$ cat src/rtl/fifo_stream_pkg.sv
// ============================================================================
// fifo_stream_pkg : shared types and constants for the FIFO read streamer
// Rev 1.0
// ============================================================================
`default_nettype none

package fifo_stream_pkg;

    localparam int DATA_WIDTH_DEF = 16;
    localparam int BUF_DEPTH      = 2;

    typedef enum logic [1:0] {
        EMPTY = 2'd0,
        ONE   = 2'd1,
        TWO   = 2'd2
    } occ_t;

    // Occupancy as a word count, widened so credit arithmetic cannot wrap.
    function automatic logic [2:0] occ_count(input occ_t occ);
        return {1'b0, occ};
    endfunction

endpackage

`default_nettype wire

$ cat src/rtl/fifo_skid_buf.sv
// ============================================================================
// fifo_skid_buf : 2-entry output buffer with 1-bit wrapping pointers
// Rev 1.0
// ============================================================================
`default_nettype none

module fifo_skid_buf
    import fifo_stream_pkg::*;
#(
    parameter int DATA_WIDTH = DATA_WIDTH_DEF
) (
    input  logic                  clk,
    input  logic                  rst_n,
    input  logic                  push,
    input  logic [DATA_WIDTH-1:0] push_data,
    input  logic                  pop,
    output occ_t                  occ,
    output logic [DATA_WIDTH-1:0] head
);

    occ_t                  r_occ;
    occ_t                  w_occ_nxt;
    logic                  r_wr_ptr;
    logic                  r_rd_ptr;
    logic [DATA_WIDTH-1:0] r_mem [BUF_DEPTH];

    always_ff @(posedge clk or negedge rst_n) begin
        if (!rst_n) begin
            r_occ <= EMPTY;
        end else begin
            r_occ <= w_occ_nxt;
        end
    end

    // Push and pop together leave occupancy unchanged.
    always_comb begin
        w_occ_nxt = r_occ;
        case ({push, pop})
            2'b10: begin
                case (r_occ)
                    EMPTY:   w_occ_nxt = ONE;
                    ONE:     w_occ_nxt = TWO;
                    default: w_occ_nxt = r_occ;
                endcase
            end
            2'b01: begin
                case (r_occ)
                    TWO:     w_occ_nxt = ONE;
                    ONE:     w_occ_nxt = EMPTY;
                    default: w_occ_nxt = r_occ;
                endcase
            end
            default: w_occ_nxt = r_occ;
        endcase
    end

    always_ff @(posedge clk or negedge rst_n) begin
        if (!rst_n) begin
            r_wr_ptr <= 1'b0;
            r_rd_ptr <= 1'b0;
            for (int i = 0; i < BUF_DEPTH; i++) begin
                r_mem[i] <= '0;
            end
        end else begin
            if (push) begin
                r_mem[r_wr_ptr] <= push_data;
                r_wr_ptr        <= ~r_wr_ptr;
            end
            if (pop) begin
                r_rd_ptr <= ~r_rd_ptr;
            end
        end
    end

    assign occ  = r_occ;
    assign head = r_mem[r_rd_ptr];

endmodule

`default_nettype wire

$ cat src/rtl/fifo_rd_streamer.sv
// ============================================================================
// fifo_rd_streamer : drains a synchronous FIFO into a valid/ready stream
// Optional word counter under macro FIFO_RD_STATS_EN.  Rev 1.0
// ============================================================================
`default_nettype none

module fifo_rd_streamer
    import fifo_stream_pkg::*;
#(
    parameter int DATA_WIDTH = DATA_WIDTH_DEF
) (
    input  logic                  clk,
    input  logic                  rst_n,
    input  logic                  fifo_empty,
    input  logic                  fifo_underflow,
    input  logic [DATA_WIDTH-1:0] fifo_data_out,
    output logic                  fifo_rd_en,
    output logic                  m_valid,
    output logic [DATA_WIDTH-1:0] m_data,
    input  logic                  m_ready,
    output logic                  underflow_err
`ifdef FIFO_RD_STATS_EN
    ,
    output logic [31:0]           word_count
`endif
);

    occ_t       w_occ;
    logic       r_inflight;
    logic       r_underflow_err;
    logic       w_pop;
    logic       w_push;
    logic [2:0] w_credit_used;

    assign m_valid = (w_occ != EMPTY);
    assign w_pop   = m_valid & m_ready;
    assign w_push  = r_inflight & ~fifo_underflow;

    // Slots committed after this cycle's pop; the same-cycle pop frees a slot.
    assign w_credit_used = occ_count(w_occ) + {2'b00, r_inflight} - {2'b00, w_pop};
    assign fifo_rd_en    = rst_n & ~fifo_empty & (w_credit_used < 3'(BUF_DEPTH));

    always_ff @(posedge clk or negedge rst_n) begin
        if (!rst_n) begin
            r_inflight      <= 1'b0;
            r_underflow_err <= 1'b0;
        end else begin
            r_inflight <= fifo_rd_en;
            if (r_inflight && fifo_underflow) begin
                r_underflow_err <= 1'b1;
            end
        end
    end

    assign underflow_err = r_underflow_err;

    fifo_skid_buf #(
        .DATA_WIDTH (DATA_WIDTH)
    ) u_skid_buf (
        .clk       (clk),
        .rst_n     (rst_n),
        .push      (w_push),
        .push_data (fifo_data_out),
        .pop       (w_pop),
        .occ       (w_occ),
        .head      (m_data)
    );

`ifdef FIFO_RD_STATS_EN
    logic [31:0] r_word_count;

    always_ff @(posedge clk or negedge rst_n) begin
        if (!rst_n) begin
            r_word_count <= '0;
        end else if (w_pop && (r_word_count != '1)) begin
            r_word_count <= r_word_count + 32'd1;
        end
    end

    assign word_count = r_word_count;
`endif

endmodule

`default_nettype wire

$ cat config.mk
export PLATFORM = sky130hd
export DESIGN_NAME = fifo_rd_streamer
export DESIGN_NICKNAME = d
export VERILOG_FILES = /design/src/rtl/fifo_stream_pkg.sv /design/src/rtl/fifo_skid_buf.sv /design/src/rtl/fifo_rd_streamer.sv
export SDC_FILE = /design/constraint.sdc
export NUM_CORES = 1
export LEC_CHECK = 0
export ABC_AREA = 1
export BUFFER_PORTS_ARGS = -buffer_cell sky130_fd_sc_hd__buf_4
export CAP_MARGIN = 10
export CELL_PAD_IN_SITES_DETAIL_PLACEMENT = 1
export CELL_PAD_IN_SITES_GLOBAL_PLACEMENT = 1
export CORE_MARGIN = 5
export CORE_UTILIZATION = 42
export CTS_CLUSTER_SIZE = 28
export DETAILED_ROUTE_END_ITERATION = 10
export PLACE_DENSITY = 0.8
export SLEW_MARGIN = 20
export SYNTH_ARGS = -nofsm -noshare
export SYNTH_HDL_FRONTEND = slang
export SYNTH_SLANG_ARGS = --single-unit
$ cat constraint.sdc
create_clock -name clk -period 3.71 [get_ports clk]
set_clock_uncertainty 0.1 [all_clocks]
set_input_delay 0.5565 -clock clk [delete_from_list [all_inputs] [get_ports clk]]
set_output_delay 0.5565 -clock clk [all_outputs]
set_load 0.1 [all_outputs]
* Yosys cells after proc, flatten, opt, wreduce, memory -nomap -nowiden
Cells that the tools add are included. Widths: inputs -> output; s select.
Storage, ports and cells: bits in registers 38, output and inout bits 19, word-level logic and storage cells 44
Operators by class: $add $sub $neg 2, magnitude comparators 4, equality and inequality tests 6, multiplexer cells 9, bitwise logic cells 10, reduce and logical (&&, ||, !) cells 6
Operators by type and width (number):
- $mux 16 | 4
- $bwmux 32 | 1
- $demux 16 s1 | 1
- $pmux 2 s2 | 3
- $and 1x1->1 | 4
- $eq 2x1->1 const B | 2
- $eq 2x2->1 const B | 2
- $ge 2x2->1 const B | 2
- $not 1->1 | 4
- $not 1->2 | 2
- $reduce_bool 2->1 | 2
- $add 2x1->3 | 1
- $lt 3x2->1 const B | 1
- $ne 3x1->1 const B | 1
- $ne 3x2->1 const B | 1
- $reduce_and 3->1 | 1
- $sub 3x1->3 | 1
- $logic_and 1x1->1 | 2
- $logic_not 2->1 | 1
- $lt 2x1->1 const B | 1

* Longest topological paths before layout
Gate-level depths: netlist of run 1.
depth in word-level cells 6, gate-level depth with buffers 9, depth with buffers taken out 9

* Cells and area by module
A second synthesis of run 1 with hierarchy kept.
Second synthesis, totals: cells, all modules 183, area total of the unflattened synthesis 1828.0 um^2
By module, submodules not included:
- fifo_skid_buf | instances 1, cells each 164, area an instance 1672.9 um^2
- fifo_rd_streamer | instances 1, cells each 19, area an instance 155.1 um^2

* Worst setup path after synthesis of run 1
No wires, ideal clock.
path type register to output, start register u_skid_buf.r_occ[1], in the netlist u_skid_buf.occ[1], end output port fifo_rd_en, data arrival time 4525 ps, required time 3053 ps, path slack -1472 ps, cell stages (with the launch flop) 10, path buffers 0, cell sequence dfrtp_1 -> inv_1 -> ha_1 -> inv_1 -> nand2_1 -> nor2_1 -> o21ai_0 -> fa_1 -> nand2_1 -> nor3_1
On the way: longest elaborated chain between the ends 5, elaborated cells on any way between the ends 6, those cells by class add/sub (2); order compare (1); bitwise (2); reduce/logical (1)
RTL lines:
- start: declaration | line fifo_skid_buf.sv:21 | occ_t r_occ;
- start signal: assignment | line fifo_skid_buf.sv:31 | r_occ <= w_occ_nxt;
- $reduce_bool 2->1 | line fifo_rd_streamer.sv:35 | assign m_valid = (w_occ != EMPTY);
- via m_valid | line fifo_rd_streamer.sv:18 | output logic m_valid,
- $and 1x1->1 | line fifo_rd_streamer.sv:36 | assign w_pop = m_valid & m_ready;
- $sub 3x1->3 | line fifo_rd_streamer.sv:40 | assign w_credit_used = occ_count(w_occ) + {2'b00, r_inflight} - {2'b00, w_pop};
- $lt 3x2->1 | line fifo_rd_streamer.sv:41 | assign fifo_rd_en = rst_n & ~fifo_empty & (w_credit_used < 3'(BUF_DEPTH));
- $and 1x1->1 | line fifo_rd_streamer.sv:41
- end: declaration | line fifo_rd_streamer.sv:17 | output logic fifo_rd_en,
The timed path passes the listed nets, and every way through them passes these cells.

* Worst setup path after layout of run 1
start register u_skid_buf.r_occ[1], in the netlist u_skid_buf.occ[1], end output port fifo_rd_en
On the way: longest elaborated chain between the ends 5, elaborated cells on any way between the ends 6, those cells by class add/sub (2); order compare (1); bitwise (2); reduce/logical (1)
RTL lines (line):
- branches (longest 2 deep; another with $add 2x1->3)
- $sub 3x1->3 * | fifo_rd_streamer.sv:40
- $lt 3x2->1 * | fifo_rd_streamer.sv:41
- $and 1x1->1 * | fifo_rd_streamer.sv:41
Mark *: on every way between the ends.

==> results of run 1 <==
-- cells in the mapped netlist --
cell / count / area share, %
buf_2: 4 / 1.1
buf_6: 4 / 2.5
clkbuf_1: 1 / 0.21
clkbuf_2: 1 / 0.28
clkinv_1: 1 / 0.21
dfrtp_1: 38 / 52
fa_1: 1 / 1.1
ha_1: 2 / 1.4
inv_1: 22 / 4.5
inv_2: 1 / 0.21
nand2_1: 86 / 18
nand2_2: 5 / 1.7
nand3_1: 5 / 1.4
nor2_1: 3 / 0.62
nor2_2: 1 / 0.34
nor3_1: 1 / 0.28
o21ai_0: 11 / 3.0
o21ai_1: 6 / 1.7
o21ai_2: 16 / 7.7
o21bai_1: 1 / 0.41
or2_1: 1 / 0.34
xor2_1: 2 / 0.96
-- layer usage --
layer	vias to the layer above	part of all wire (%)	GRT usage, %
met4	0	1.9	6.99
met1	691	45	20.9
met2	27	49	25.0
met5	-	0	0
met3	6	4.2	3.96
li1	730	-	-
-- critical path, stage by stage (launching register included) --
cell        delay [ns]
dfrtp_1           0.44
inv_1             0.09
ha_1              0.23
clkinvlp_4        0.09
nand2_1           0.11
nor2_1            0.19
o21ai_0           0.16
fa_1              0.55
nand2_1           0.09
nor3_4            0.19
buf_4             0.31
-- layout make-up --
| class | count | share of cell area [%] |
|---|---|---|
| sequential | 38 | 42.6 |
| multi-input combinational | 141 | 32.0 |
| timing repair buffer | 42 | 14.1 |
| inverter | 24 | 4.21 |
| clock inverter | 1 | 0.224 |
| clock buffer | 7 | 3.87 |
| tap | 52 | 2.92 |
-- worst paths after layout --
path / slack [ns] / cells past startpoint / endpoint
worst max-delay path: 0.31 / 10 / fifo_rd_en
worst min-delay path: 0.25 / 2 / u_skid_buf.r_mem[6]
worst max register to register: 1.39 / 9 / r_inflight
worst min register to register: 0.39 / 1 / underflow_err
max in group asynchronous: 2.92 / 2 / u_skid_buf.occ[0]
min in group clk: 0.33 / 2 / r_inflight
-- state kept, by name, indices dropped and copies added (netlist names) --
name and cells:
r_inflight 1, u_skid_buf.occ 2, u_skid_buf.r_wr_ptr 1, u_skid_buf.r_mem 32
u_skid_buf.r_rd_ptr 1, underflow_err 1
-- logic make-up after synthesis --
kind of cell,share of synthesized area (%)
and+or+nand+nor,22.4
DFF,52.3
AOI/OAI and AO/OA,12.8
buffers and inverters,9.01
adders and majority gates,2.48
xor gates and xnor gates,0.964
-- metrics by stage --
stage / util [%] / hold slack, ns / instance area, µm²
after floorplan: - / 0.161 / 1830
after global placement: 50.2 / 0.366 / 2140
after detailed placement: 50.2 / 0.371 / 2140
after CTS: 52.3 / 0.267 / 2230
after global routing: 52.3 / 0.286 / 2230
final: 52.3 / 0.245 / 2230
==> reports/metrics.cfg, run 1 <==
[global_routing]
grt_start_max_net_pins = 39
grt_pass1_wl_mm = 6.73
antenna_found_initial = 0
first_global_vias = 1486
grt_usage_pct = 16.0
grt_overflow = 0

[final_layout]
multi_input_area_um2 = 714
seqCellArea_um2 = 951
fin_cells = 305
area_delta_synth_final_pct = 22.7
drive_above_1_share_pct = 29.2
layout_common_cells = nand2_1 (86), buf_4 (42), dfrtp_1 (38)
final_common_cell = nand2_1
nFillCells = 537
diodes = 0
fin_nets = 276

[sta]
setup_ws_ns = 0.312
hold_viol = 0
fin_crit_sh_pct = 91.6
max_freq_mhz = 294
rsz0062_at_grt = false
setup_tns_ns = 0
max_slew_margin_pct = 54.9
worst_pin_slew_ns = 0.677
drv_slew = 0
setup_viol = 0
period_needed_ns = 3.40

[die]
start_util_pct = 42.6
dieArea_um2 = 5740
num_rows = 24
die_x_um = 75.8
io_pins = 40
die_y_um = 75.8
coreArea_um2 = 4260

[setup_path]
crit_start = u_skid_buf.occ[1]
worstSetupStartpointType = flop
critPathCaptureType = output pin
cp_max_fo = 4
crit_arrival_ns = 2.74
critPathRequiredTime_ns = 3.05
critPathKind = flop to output pin
r2r-start = u_skid_buf.occ[1]

[drt]
post-route-drc-count = 0
postRouteWirelength_mm = 4.03
vias = 1454
drtAntennaViolNets = 0
dr.pass1.iters = 4
wire_per_inst_um = 13.2
initialDrtViolationCount = 60
viasPerCell = 4.77

[placement]
preCtsSetupSlack_ns = 0.621
dp.cells = 297
portBuffers = 39
hpwl_mm = 2.77
gp_congestion = 0.723

[logic_synthesis]
synth.avg_cell_area_um2 = 8.54
synth_seq_cells = 38
synth_warnings = 0
ys_seq_area_share_pct = 52.3
synth_fp_nets = 237
ys_types = 22
syn_inst = 213
syn_area_um2 = 1820

[clock_network]
cts_tree = yes
cts_buffer_depth = 2
cts_setup_buffers = 0
cts.clk_slew.worst_paths_ns = 0.07
root_buffer = clkbuf_8
clk_latency_ns = 0.29
htree_levels = 2
cts_num_sinks = 38
cts_resized = 0
cts_buffers = 5
hold_buffers = 0

[min_path]
hold_class = primary input to asynchronous set/reset pin

[run_status]
status = completed

[flow_run]
cap_violations = 0

Power of run 1 is not shown: default switching activity piles up to over one toggle a cycle in this logic, so the estimate is an artifact.
==> inputs of run 2 (changes only) <==
Settings changed: PLACE_DENSITY 0.8 to default, PLACE_DENSITY_LB_ADDON from default to 0.1.
==> run 2 against run 1 <==
Effect of this change: clock-buffer cell count is 1 higher; wire length is 5.2% lower; global-route usage is 0.63 points lower; flip-flop and latch count stayed put; cell area is 0.17% higher; sequential share of layout area is 0.072 points lower; non-clock buffer count is 2 lower; register-to-register slack better by 0.05 ns; setup slack better by 0.052 ns; die area stayed put; critical path depth stayed put; worst hold slack worse by 0.11 ns.
==> reports/metrics.cfg, run 2 (same netlist as run 1, synthesis figures left out) <==
[min_path]
hold_class = primary input to asynchronous set/reset pin

[drt]
drtAntennaViolNets = 0
post-route-drc-count = 0
postRouteWirelength_mm = 3.82
vias = 1414
viasPerCell = 4.67
initialDrtViolationCount = 66
wire_per_inst_um = 12.6
dr.pass1.iters = 4

[setup_path]
worstSetupStartpointType = flop
cp_top_family = adder cells
critPathCaptureType = output pin
critPathRequiredTime_ns = 3.05
cp_cell_sequence = inv_1 > ha_1 > clkinvlp_4 > nand2_1 > nor2_1 > o21ai_0 > fa_1 > nand2_1 > nor3_4 > buf_4
path_buf_inv = 3
critPathSlowestCell = fa_1
crit_arrival_ns = 2.69
cp_common_cell = nand2_1
critPathKind = flop to output pin
cp_max_fo = 4
worst_path_largest_cell_delay_ns = 0.56

[final_layout]
area_delta_synth_final_pct = 22.9
nFillCells = 536
diodes = 0
drive_above_1_share_pct = 29.1
fin_nets = 274
multi_input_area_um2 = 714
seqCellArea_um2 = 951
layout_common_cells = nand2_1 (86), buf_4 (40), dfrtp_1 (38)
largest_reg_flops = 32
final_common_cell = nand2_1
largest_register = u_skid_buf.r_mem

[run_status]
status = completed

[global_routing]
first_global_vias = 1456
grt_start_max_net_pins = 40
antenna_found_initial = 0
grt_pass1_wl_mm = 6.51
grt_overflow = 0
grt_usage_pct = 15.3

[clock_network]
cts_tree = yes
htree_levels = 2
hold_buffers = 0
cts.clk_slew.worst_paths_ns = 0.07
cts_buffers = 5
root_buffer = clkbuf_8
cts_resized = 0
cts_num_sinks = 38
cts_setup_buffers = 0
cts_buffer_depth = 2
clk_latency_ns = 0.29

[sta]
fin_crit_sh_pct = 90.2
max_freq_mhz = 299
drv_slew = 0
hold_viol = 0
setup_viol = 0
setup_tns_ns = 0
rsz0062_at_grt = false
worst_pin_slew_ns = 0.648
max_slew_margin_pct = 56.8
period_needed_ns = 3.35

[die]
dieArea_um2 = 5740
coreArea_um2 = 4260
num_rows = 24
die_y_um = 75.8
die_x_um = 75.8
io_pins = 40
start_util_pct = 42.6

[flow_run]
cap_violations = 0

[placement]
portBuffers = 39
gp_congestion = 0.769
hpwl_mm = 2.60

run 2: cell type report:
| type | count | share of cell area, % |
|---|---|---|
| clock buffer | 8 | 4.93 |
| inverter | 24 | 4.20 |
| multi-input combinational | 141 | 32.0 |
| sequential | 38 | 42.6 |
| tap | 52 | 2.91 |
| timing repair buffer | 40 | 13.4 |
run 2: worst register-to-register path, cell delays in order (launching register included):
cell and delay (ns):
dfrtp_1 0.42, inv_1 0.09, ha_1 0.23, clkinvlp_4 0.09, nand2_1 0.10, nor2_1 0.16
o21ai_0 0.15, fa_1 0.56, nand2_1 0.08, nor3_4 0.21
run 2: worst paths after layout:
check                                      from              endpoint  slack, ns  cells past startpoint
max                           u_skid_buf.occ[1]            fifo_rd_en       0.36                     10
min                                       rst_n  u_skid_buf.r_mem[22]       0.13                      1
max reg2reg                   u_skid_buf.occ[1]            r_inflight       1.44                      9
min reg2reg                u_skid_buf.r_mem[18]  u_skid_buf.r_mem[18]       0.39                      2
max in group asynchronous                 rst_n  u_skid_buf.r_mem[12]       3.04                      1
min in group clk                     fifo_empty            r_inflight       0.33                      2
run 2: metal layers:
layer | global-route usage, % | vias up | share of wire (%) | wire length [µm]
li1 | - | 727 | - | -
met1 | 19.3 | 655 | 45 | 1720
met2 | 24.7 | 27 | 48 | 1820
met3 | 4.22 | 5 | 5.5 | 209
met4 | 6.41 | 0 | 1.8 | 67
met5 | 0 | - | 0 | 0
run 2: per-stage QoR:
| step | setup WS, ns | hold WS, ns | cell area (µm²) | util (%) | instances |
|---|---|---|---|---|---|
| 2_1_floorplan | 0.0892 | 0.161 | 1830 | - | 213 |
| 4_1_cts | 0.302 | 0.140 | 2230 | 52.4 | 303 |
| 3_5_place_dp | 0.651 | 0.370 | 2120 | 49.8 | 295 |
| 3_3_place_gp | 0.678 | 0.366 | 2120 | 49.8 | 295 |
| 5_1_grt | 0.0682 | 0.169 | 2230 | 52.4 | 303 |
| 6_report | 0.364 | 0.133 | 2230 | 52.4 | 303 |
Power of run 2 is left out for the same reason.
